**src/rtl/apb_reg_completer.sv**
```systemverilog
// apb_reg_completer: APB4 completer with a word register file (reg 0 read-only ID, top reg privileged).
// Define APB_COMPLETER_WAIT_EN to insert WAIT_CYCLES wait states per transfer; otherwise zero-wait.
module apb_reg_completer #(
    parameter int DATAWIDTH = 32,
    parameter int ADDRWIDTH = 32,
    parameter int NREGS = 8,
    parameter int WAIT_CYCLES = 2,
    parameter logic [DATAWIDTH-1:0] ID_VALUE = DATAWIDTH'(32'hA5B0_0001)
) (
    input  logic                         clk,
    input  logic                         rst,
    input  logic                         psel,
    input  logic                         penable,
    input  logic                         pwrite,
    input  logic [ADDRWIDTH-1:0]         paddr,
    input  logic [DATAWIDTH-1:0]         pwdata,
    input  logic [DATAWIDTH/8-1:0]       pstrb,
    input  logic [2:0]                   pprot,
    output logic                         pready,
    output logic [DATAWIDTH-1:0]         prdata,
    output logic                         pslverr,
    output logic [NREGS*DATAWIDTH-1:0]   regs_flat
);
    localparam int NB = DATAWIDTH / 8;
    localparam int IW = (NREGS > 1) ? $clog2(NREGS) : 1;
    localparam int XW = ADDRWIDTH - 2;
    typedef enum logic {IDLE, ACCESS} state_t;
    state_t r_state, w_next;
    logic r_write, r_err, w_setup, w_go, w_err, w_unused;
    logic [IW-1:0] r_idx;
    logic [DATAWIDTH-1:0] r_wdata;
    logic [NB-1:0] r_strb;
    logic [XW-1:0] w_idx;
    logic [NREGS-1:1][DATAWIDTH-1:0] r_regs;
`ifdef APB_COMPLETER_WAIT_EN
    logic [3:0] r_cnt;
`endif
    assign w_idx = paddr[ADDRWIDTH-1:2];
    assign w_setup = (r_state == IDLE) && psel && !penable;
    assign w_err = (paddr[1:0] != 2'b00) || (w_idx >= XW'(NREGS)) || (pwrite && w_idx == '0) ||
                   (w_idx == XW'(NREGS - 1) && !pprot[0]);
    assign regs_flat = {r_regs, ID_VALUE};
    assign w_unused = &{1'b0, pprot[2:1], WAIT_CYCLES[0]};
    always_ff @(posedge clk or negedge rst) begin
        if (!rst) begin
            r_state <= IDLE;
            r_write <= 1'b0;
            r_err <= 1'b0;
            r_idx <= '0;
            r_wdata <= '0;
            r_strb <= '0;
`ifdef APB_COMPLETER_WAIT_EN
            r_cnt <= 4'd0;
`endif
        end else begin
            r_state <= w_next;
            if (w_setup) begin
                r_write <= pwrite;
                r_err <= w_err;
                r_idx <= w_idx[IW-1:0];
                r_wdata <= pwdata;
                r_strb <= pstrb;
`ifdef APB_COMPLETER_WAIT_EN
                r_cnt <= 4'(WAIT_CYCLES);
            end else if (w_go && r_cnt != 4'd0) begin
                r_cnt <= r_cnt - 4'd1;
`endif
            end
        end
    end
    // Commit happens on the edge that closes the pready cycle; errored transfers never write
    always_ff @(posedge clk or negedge rst) begin
        if (!rst) begin
            r_regs <= '0;
        end else if (pready && r_write && !r_err) begin
            for (int i = 1; i < NREGS; i++)
                for (int b = 0; b < NB; b++)
                    if (r_idx == IW'(i) && r_strb[b]) r_regs[i][b*8 +: 8] <= r_wdata[b*8 +: 8];
        end
    end
    always_comb begin
        w_go = (r_state == ACCESS) && psel && penable;
`ifdef APB_COMPLETER_WAIT_EN
        pready = w_go && (r_cnt == 4'd0);
`else
        pready = w_go;
`endif
        pslverr = pready && r_err;
        prdata = (pready && !r_write && !r_err) ? regs_flat[r_idx*DATAWIDTH +: DATAWIDTH] : '0;
        w_next = (r_state == IDLE) ? (w_setup ? ACCESS : IDLE) : ((!psel || pready) ? IDLE : ACCESS);
    end
endmodule
```
**config.mk**
```make
export PLATFORM = sky130hd
export DESIGN_NAME = apb_reg_completer
export DESIGN_NICKNAME = d
export VERILOG_FILES = /design/src/rtl/apb_reg_completer.sv
export SDC_FILE = /design/constraint.sdc
export NUM_CORES = 1
export LEC_CHECK = 0
export CAP_MARGIN = 5
export CORE_ASPECT_RATIO = 1.1
export CORE_MARGIN = 2
export CORE_UTILIZATION = 45
export DETAILED_ROUTE_END_ITERATION = 7
export MAX_ROUTING_LAYER = met4
export PLACE_DENSITY = 0.74
export REMOVE_ABC_BUFFERS = 1
export SYNTH_ARGS = -nofsm -noshare
export SYNTH_HDL_FRONTEND = slang
export SYNTH_SLANG_ARGS = --single-unit
```
**constraint.sdc**
```tcl
create_clock -name clk -period 3.7 [get_ports clk]
set_input_delay 0.74 -clock clk [delete_from_list [all_inputs] [get_ports clk]]
set_output_delay 0.74 -clock clk [all_outputs]
set_load 0.02 [all_outputs]
```
==> flow_summary_export.csv <==
group,metric,value,unit
clocking,path_clk_slew,60,ps
timing,hold-worst-slack,279.6,ps
synthesis,synth_area,12480,µm²
pwr,power.density,390.8,nW/µm²
final_layout,post-route-cell-area,16960,µm²
routing,routed_wl,35490,µm
timing,hold_viol,0,
status,status,"completed",
grt,overflow,0,
timing,finClkSkew,11.99,ps
floorplan,ios,366,
final_layout,fillerInstances,2164,
floorplan,dieHeight,178.7,µm
routing,drc,0,
timing,finalCritPeriodShare,0.9579,
clocking,clkSinkCount,266,
routing,detail-route-antenna-nets,0,
placement,portBuffers,331,
routing,via_per_inst,5.524,
floorplan,fp.dieArea,29090,µm²
timing,slew_headroom,0.3961,
routing,wire_per_inst,22.99,µm
routing,vias,8529,
clocking,numCtsBuffers,27,
routing,drtIter0Drc,312,
flow_run,drv_cap,0,
pwr,leakage,8.009,nW
clocking,clockBufferDepth,3,
critical_path,worstSetupStartpointType,"register",
grt,grt_start_max_net_pins,116,
critical_path,cp-end-kind,"output pin",
pwr,ir_drop,0.0003106,V
grt,grt_pass1_vias,8885,
synthesis,synthXorXnorAreaFrac,0,
floorplan,num_rows,63,
placement,placed_cell_area,16080,µm²
placement,dp_hpwl,23560,µm
clocking,cts-htree-levels,1,
critical_path,worstSetupPathType,"register to output pin",
synthesis,synth_fa_ha_area_frac,0,
min_path,hold_class,"input port to async pin",
grt,antenna_found_initial,1,
final_layout,seq_area,6665,µm²
synthesis,synth-simple-area-share,0.06996,
final_layout,drive_gt1_frac,0.3553,
synthesis,ys_seq_elements,266,
final_layout,final_common_cell,"clkdlybuf4s50_1",
final_layout,final_nets,1242,
synthesis,synth.area.mux_share,0.3239,
routing,drt-pass1-iter-count,4,
critical_path,crit_required,2960,ps
timing,fmax,282.2,MHz
placement,place_congestion,0.7922,
critical_path,cp_max_fo,39,
timing,tightest_slew,905.9,ps
timing,setup_viol,0,
grt,grt_usage,0.2518,
timing,rsz0062_at_grt,"false",
timing,fin_crit,3544,ps
clocking,cts_tree,"built",
synthesis,avgSynthCellArea,14.86,µm²
synthesis,synth_cell_types,34,
synthesis,ys.warnings.count,0,
grt,grt_pass1_wl,53920,µm
final_layout,multiInputGateArea,5400,µm²
final_layout,synthToLayoutAreaGrowth,35.83,%
floorplan,core,27120,µm²
clocking,cts-root-buf,"clkbuf_16",
floorplan,initial_core_util,0.4604,
floorplan,die_width,162.8,µm
final_layout,layout_common_cells,"clkdlybuf4s50_1 (330), mux2_2 (288), dfrtp_1 (263)",
clocking,clkLatencyLatePin,530,ps
synthesis,ys_seq_area_frac,0.5332,
synthesis,synth_compound_area_frac,0.02776,
synthesis,postSynthCellCount,840,
synthesis,synth_top_family_by_area,"multiplexers",
critical_path,cp.arrival,2800,ps
timing,slew_viol_final,0,
==> synth_stat cells (all sizes together) <==
cell	n	area, µm²
mux2	288	3243
dfrtp	266	6656
buf	62	450.4
mux4	32	720.7
nand4	28	350.3
nor2b	25	156.4
nor3	25	125.1
a221oi	24	210.2
clkbuf	20	75.07
nand2	9	33.78
a21oi	8	40.04
a221o	8	80.08
inv	8	30.03
mux2i	8	80.08
nor4	6	37.54
nor3b	4	56.31
and3b	3	26.28
nor2	3	11.26
and3	2	13.77
and4	2	17.52
conb	2	7.510
a21o	1	7.510
a41oi	1	8.760
and2	1	6.260
and2b	1	8.760
and4b	1	11.26
nand4b	1	8.760
or4b	1	10.01
==> cells by family after synthesis <==
logic type,Yosys count
multiplexers,328
flip-flops,266
AND/OR/NAND/NOR,112
buffers and inverters,90
AO/OA/AOI/OAI,42
other,2
==> where the power goes <==
part	switching, W	internal (W)
Sequential	0.000194	0.00300
Clock	0.00111	0.00156
Combinational	0.000421	0.000347
==> timing repair <==
action | 4_1_cts | 5_1_grt
pin swaps | 0 | 0
buffers inserted | 1 | 0
hold buffers | 0 | 0
gates resized for setup | 1 | 1
setup endpoints to repair | 11 | 2
==> flip-flops by register name (all words and copies together), names as in the netlist <==
register / cells
r_idx: 3
r_strb: 4
r_write: 1
r_err: 1
regs_flat: 224
r_state: 1
r_wdata: 32
==> metal layers <==
metal	part of all wire	global-route usage
met3	0.054	0.04256
met1	0.41	0.3118
met2	0.51	0.4317
met4	0.026	0.06600
met5	0	-
==> metrics by stage <==
| stage | utilization | TNS (ps) | setup slack [ps] | cells | power, W |
|---|---|---|---|---|---|
| after floorplan | - | -38670 | -1288 | 788 | 0.003616 |
| after global placement | 0.5928 | 0 | 244.0 | 1493 | 0.004001 |
| after detailed placement | 0.5928 | 0 | 221.5 | 1493 | 0.004014 |
| after CTS | 0.6250 | 0 | 53.91 | 1542 | 0.006694 |
| after global routing | 0.6252 | 0 | 26.18 | 1543 | 0.006897 |
| final | 0.6253 | 0 | 155.9 | 1544 | 0.006626 |
==> final timing paths <==
check / start / end / slack (ps) / cells after the start
worst max-delay path: r_idx[1] / prdata[19] / 160 / 5
worst min-delay path: rst / regs_flat[129] / 280 / 1
worst max register to register: r_idx[0] / regs_flat[52] / 1270 / 4
worst min register to register: regs_flat[110] / regs_flat[110] / 520 / 1
max in group asynchronous: rst / r_wdata[20] / 2470 / 2
min in group clk: regs_flat[110] / regs_flat[110] / 520 / 1
==> critical path, cell delays in order, from the launching register on <==
cell,delay [ps]
dfrtp_4,440
buf_4,470
mux4_2,310
nor2b_1,40
nor3_1,290
clkdlybuf4s50_1,670
==> area by class of cell <==
cell class,instances,area share
tap,357,0.02634
clock buffer,38,0.04464
inverter,8,0.001771
antenna,2,0.0002952
timing repair buffer,349,0.2095
clock inverter,10,0.005903
multi-input combinational,514,0.3185
sequential,266,0.3931
Power figures use the tool's default switching activity.
